### config.mk
export PLATFORM = sky130hd
export DESIGN_NAME = blk3_chunk_sequencer
export DESIGN_NICKNAME = d
export VERILOG_FILES = /design/src/rtl/blk3_chunk_sequencer.sv
export SDC_FILE = /design/constraint.sdc
export NUM_CORES = 2
export LEC_CHECK = 0
export ABC_AREA = 1
export BUFFER_PORTS_ARGS = -buffer_cell sky130_fd_sc_hd__buf_2
export CAP_MARGIN = 15
export CELL_PAD_IN_SITES_DETAIL_PLACEMENT = 1
export CELL_PAD_IN_SITES_GLOBAL_PLACEMENT = 2
export CORE_AREA = 3 3 525 527
export DETAILED_ROUTE_END_ITERATION = 10
export DIE_AREA = 0 0 528 530
export GPL_TIMING_DRIVEN = 0
export PLACE_DENSITY_LB_ADDON = 0.1
export SYNTH_ARGS = -nofsm -noshare
export SYNTH_HDL_FRONTEND = slang
export SYNTH_SLANG_ARGS = --single-unit
export TNS_END_PERCENT = 10
### constraint.sdc
create_clock -name Clk -period 3.95 [get_ports Clk]
set_clock_uncertainty 0.1 [all_clocks]
set_input_delay 0.79 -clock Clk [delete_from_list [all_inputs] [get_ports Clk]]
set_output_delay 0.79 -clock Clk [all_outputs]
set_load 0.01 [all_outputs]
### src/rtl/blk3_chunk_sequencer.sv
// Packs a little-endian 32-bit word stream into 16-word BLAKE3 blocks and drives one
// HashGen compression per block, chaining H from IV; single-chunk messages only.
module blk3_chunk_sequencer #(
  parameter int MAX_BLOCKS = 16
) (
  input  logic              Clk,
  input  logic              Rstn_I,
  input  logic [31:0]       Word_I,
  input  logic              WVld_I,
  input  logic              Last_I,
  input  logic [2:0]        LastBytes_I,
  output logic              WRdy_O,
  output logic              Strt_O,
  output logic [31:0]       BL_O,
  output logic              CS_flg_O,
  output logic              CE_flg_O,
  output logic              ROOT_flg_O,
  output logic [7:0][31:0]  H_O,
  output logic [15:0][31:0] Msg_O,
  input  logic              Vld_I,
  input  logic [7:0][31:0]  H_I,
  output logic [7:0][31:0]  Dig_O,
  output logic              DVld_O,
  output logic              Err_O,
  output logic [2:0]        Dbg_State_O
);

  // Handshake: a beat transfers on a rising edge where WVld_I & WRdy_O; HashGen takes
  // a one-cycle Strt_O and answers with a one-cycle Vld_I, which counts only in HASH.
  localparam logic [7:0][31:0] IV = {32'h5BE0CD19, 32'h1F83D9AB, 32'h9B05688C, 32'h510E527F,
                                     32'hA54FF53A, 32'h3C6EF372, 32'hBB67AE85, 32'h6A09E667};

  typedef enum logic [2:0] {S_IDLE, S_FILL, S_HASH, S_DONE, S_DRAIN} state_t;

  state_t             r_state, w_nxt;
  logic [4:0]         r_widx, r_blk_cnt;
  logic [6:0]         r_bl;
  logic               r_cs, r_ce, r_root, r_strt, r_err;
  logic [7:0][31:0]   r_h, r_dig;
  logic [15:0][31:0]  r_msg;
  logic               w_beat, w_first, w_bad, w_close, w_wrdy, w_dvld;
  logic [31:0]        w_mask;
  logic [6:0]         w_bl_last;

  assign w_beat    = WVld_I & ((r_state == S_IDLE) | (r_state == S_FILL));
  assign w_first   = (r_state == S_IDLE);
  // A zero-byte final beat is only legal as the whole (empty) message.
  assign w_bad     = w_beat & ((Last_I & (LastBytes_I > 3'd4))
                             | (Last_I & (LastBytes_I == 3'd0) & ~w_first)
                             | (r_blk_cnt == 5'(MAX_BLOCKS)));
  assign w_close   = w_beat & ~w_bad & (Last_I | (r_widx == 5'd15));
  assign w_bl_last = {r_widx, 2'b00} + {4'd0, LastBytes_I};

  always_comb begin
    w_mask = '1;
    if (Last_I) begin
      case (LastBytes_I)
        3'd0:    w_mask = 32'h0000_0000;
        3'd1:    w_mask = 32'h0000_00FF;
        3'd2:    w_mask = 32'h0000_FFFF;
        3'd3:    w_mask = 32'h00FF_FFFF;
        default: w_mask = 32'hFFFF_FFFF;
      endcase
    end
  end

  always_ff @(posedge Clk) begin
    if (!Rstn_I) r_state <= S_IDLE;
    else         r_state <= w_nxt;
  end

  always_comb begin
    w_nxt  = r_state;
    w_wrdy = 1'b0;
    w_dvld = 1'b0;
    case (r_state)
      S_IDLE, S_FILL: begin
        w_wrdy = Rstn_I;
        if (w_bad)        w_nxt = Last_I ? S_IDLE : S_DRAIN;
        else if (w_close) w_nxt = S_HASH;
        else if (w_beat)  w_nxt = S_FILL;
      end
      S_HASH:  if (Vld_I) w_nxt = r_ce ? S_DONE : S_FILL;
      S_DONE: begin
        w_dvld = 1'b1;
        w_nxt  = S_IDLE;
      end
      S_DRAIN: begin
        w_wrdy = Rstn_I;
        if (WVld_I & Last_I) w_nxt = S_IDLE;
      end
      default: w_nxt = S_IDLE;
    endcase
  end

  always_ff @(posedge Clk) begin
    if (!Rstn_I) begin
      r_widx    <= '0;
      r_blk_cnt <= '0;
      r_bl      <= '0;
      r_cs      <= 1'b0;
      r_ce      <= 1'b0;
      r_root    <= 1'b0;
      r_strt    <= 1'b0;
      r_err     <= 1'b0;
      r_h       <= IV;
      r_dig     <= '0;
      r_msg     <= '0;
    end else begin
      r_strt <= 1'b0;
      r_err  <= 1'b0;
      if (w_bad) begin
        r_err     <= 1'b1;
        r_h       <= IV;
        r_widx    <= '0;
        r_blk_cnt <= '0;
        r_msg     <= '0;
      end else if (w_beat) begin
        r_msg[r_widx[3:0]] <= Word_I & w_mask;
        r_widx             <= r_widx + 5'd1;
        if (w_close) begin
          r_strt <= 1'b1;
          r_bl   <= Last_I ? w_bl_last : 7'd64;
          r_cs   <= (r_blk_cnt == 5'd0);
          r_ce   <= Last_I;
          r_root <= Last_I;
        end
      end else if ((r_state == S_HASH) && Vld_I) begin
        r_widx <= '0;
        r_msg  <= '0;
        if (r_ce) begin
          r_dig     <= H_I;
          r_h       <= IV;
          r_blk_cnt <= '0;
        end else begin
          r_h       <= H_I;
          r_blk_cnt <= r_blk_cnt + 5'd1;
        end
      end
    end
  end

  assign WRdy_O      = w_wrdy;
  assign Strt_O      = r_strt;
  assign BL_O        = {25'd0, r_bl};
  assign CS_flg_O    = r_cs;
  assign CE_flg_O    = r_ce;
  assign ROOT_flg_O  = r_root;
  assign H_O         = r_h;
  assign Msg_O       = r_msg;
  assign Dig_O       = r_dig;
  assign DVld_O      = w_dvld;
  assign Err_O       = r_err;
  assign Dbg_State_O = r_state;

endmodule

==> metrics.yaml <==
status: "finished clean"
drive_gt1_share_pct: 31.1
wire_per_inst_um: 30.6
crit_family: "buffers and inverters"
layout_min_cycle_time_ns: 3.32
start_kind: "flip-flop"
path_clk_slew_ns: 0.06
numCtsBuffers: 148
fmax_mhz: 301
finalNetCount: 6655
yosysSeqAreaShare_pct: 52.7
busiest_layer: "met2"
antenna_found_initial: 155
grt_usage_pct: 21.2
fin_area_sq_mm: 0.0561
die_y_um: 530
reg2reg_slack_ns: 0.63
place_hpwl_mm: 245
fillers: 32400
max-clock-path-buffers: 3
grt_pass1_wl_mm: 407
cp_cell_sequence: "clkbuf_1, clkbuf_1, clkbuf_1, nand3_1, a21oi_1"
fp.dieArea_sq_mm: 0.280
insertion_delay_ns: 0.80
area.growth.synth_to_final_pct: 40.9
crit_top_cell: "clkbuf_1"
netlist_instances: 4832
hold_ws_ns: 0.158
postCtsSetupBuffers: 0
synth.avg_cell_area_sq_um: 8.24
cts_resized: 0
vdd_drop_max_v: 0.000402
cpPeakStageDelay_ns: 0.90
dr.pass1.iters: 5
max_cap_viol_count: 0
critPathMaxFanout: 10
gr-usage-met1_pct: 23.2
initial_core_util_pct: 14.7
path_class: "reg -> reg"
yosysTopAreaCell: "dfxtp_1"
synth_area_leaders: "dfxtp_1, nand3_1, a21oi_1, nand2_1, or2_0"
clkSinkCount: 1048
drcViolationCount: 0
ys_types: 38
slew_headroom_pct: 24.1
cts_tree: "built"
required_ns: 4.56
grt_overflow: 0
hold_viol: 0
placed_cell_area_sq_mm: 0.0513
hold_buffers: 0
die_x_um: 528
cp_slowest_cell: "clkbuf_1"
cts_max_level: 4
setup_viol_count_final: 0
ys_ff_latch: 1048
timing.final.crit_share_pct: 84.1
ioPinCount: 1362
yosysWarnings: 0
cts.root.buffer_cell: "clkbuf_16"
rsz0062_at_grt: "false"
met2_usage_pct: 36.8
fin_setup_tns_ns: 0
cp.arrival_ns: 3.93
port_buffers: 1335
fp.coreArea_sq_mm: 0.271
syn_area_sq_mm: 0.0398
gp_congestion: 0.813
wirelength_mm: 309
hold_path_class: "in -> reg"
avgViaCountPerCell: 4.21
final_max_slew_viol_count: 0
ant_nets: 0
drt_iter0_drc: 2083
power.density_mw_per_mm2: 473
netlist.area_leader.share_pct: 52.7
worstMarginPinSlew_ns: 1.14
rows: 191
grt_max_degree: 17
p_leak_uw: 0.0219
use_met3_pct: 8.82
grt_pass1_vias: 43588
cp-end-kind: "flip-flop"
path_buf_inv: 3
via_count: 42481
cell usage in the layout, fill, tap and decap left out, drive strengths merged:
cell,count
buf,1543
clkinv,23
nand4,45
xor2,6
diode,60
clkbuf,537
o21ai,149
nand3,914
or2,480
a31oi,1
clkinvlp,2
inv,39
nor3,139
o21a,1
nand3b,1
ha,9
nor2,156
a21oi,903
bufinv,1
dfxtp,1048
conb,25
o22ai,1
nand2,435
stage by stage:
stage	instances	power, uW	util (%)	setup WS, ns
6_report	10088	26500	20.7	0.627
5_1_grt	10043	27600	20.7	0.360
4_1_cts	10028	27200	20.7	0.367
3_5_place_dp	9770	13400	18.9	-0.195
3_3_place_gp	9761	13400	18.8	-0.561
2_1_floorplan	4856	11900	-	1.80
worst register-to-register path, cell delays in order, from the launching register on:
cell and delay, ns:
dfxtp_1 0.44, clkbuf_1 0.74, clkbuf_1 0.91, clkbuf_1 0.62, nand3_1 0.25, a21oi_1 0.18
layer usage:
| metal | part of all wire [%] | vias up |
|---|---|---|
| li1 | - | 19565 |
| met1 | 38 | 20918 |
| met2 | 49 | 1453 |
| met3 | 9.6 | 449 |
| met4 | 3.7 | 96 |
| met5 | 0.20 | - |
cell usage after synthesis:
master and number:
a21oi_1 903, a31oi_1 1, buf_1 13, buf_12 1
buf_2 148, buf_4 37, clkbuf_1 300, clkbuf_2 9
clkinv_1 1, conb_1 1, dfxtp_1 1048, ha_1 9
inv_1 25, inv_2 8, inv_4 1, nand2_1 432
nand2_2 2, nand2_4 1, nand3_1 907, nand3_2 4
nand3_4 3, nand3b_1 1, nand4_1 35, nand4_2 4
nand4_4 6, nor2_1 152, nor2_2 1, nor2_4 3
nor3_1 139, o21a_1 1, o21ai_0 129, o21ai_1 19
o21ai_2 1, o22ai_1 1, or2_0 203, or2_1 81
or2_2 196, xor2_1 6
kinds of logic (layout without fill, tap and decap cells):
| kind of cell | count (synthesis) | after routing | share of synthesized area, % |
|---|---|---|---|
| compound gates | 1055 | 1055 | 13.3 |
| buf+inv | 543 | 2145 | 6.01 |
| other cells | 1 | 85 | 0.00942 |
| xor+xnor | 6 | 6 | 0.132 |
| flops | 1048 | 1048 | 52.7 |
| fa+ha+maj | 9 | 9 | 0.283 |
| simple gates | 2170 | 2170 | 27.6 |
flip-flops by register name (all words and copies together), names as in the netlist:
| signal | cells |
|---|---|
| ROOT_flg_O | 1 |
| H_O | 256 |
| Strt_O | 1 |
| r_widx | 5 |
| r_blk_cnt | 5 |
| Err_O | 1 |
| Dig_O | 256 |
| CS_flg_O | 1 |
| Msg_O | 512 |
| r_bl | 7 |
| Dbg_State_O | 3 |
power breakdown:
group	internal, uW	total [uW]	switching (uW)
registers	10700	10800	78.3
logic	506	2330	1820
clock network	7690	13400	5720
cell type report:
type                            instances  area, sq um  area share [%]
Sequential cell                      1048        21000            37.4
Multi-Input combinational cell       3265        16500            29.5
Timing Repair Buffer                 1344         6850            12.2
Tap cell                             3570         4470            7.96
Clock buffer                          228         4370            7.78
Buffer                                508         2290            4.08
Clock inverter                         30          353           0.629
Antenna cell                           60          150           0.268
Inverter                               35          134           0.239
path summary, 6_finish.rpt:
kind / to / from / depth (start not counted)
worst min-delay path: H_O[198] / H_I[198] / 3
worst max register to register: Dig_O[159] / ROOT_flg_O / 5
worst min register to register: H_O[181] / H_O[181] / 2
worst max-delay path: Dig_O[159] / ROOT_flg_O / 5
(Power assumes the default switching activity.)
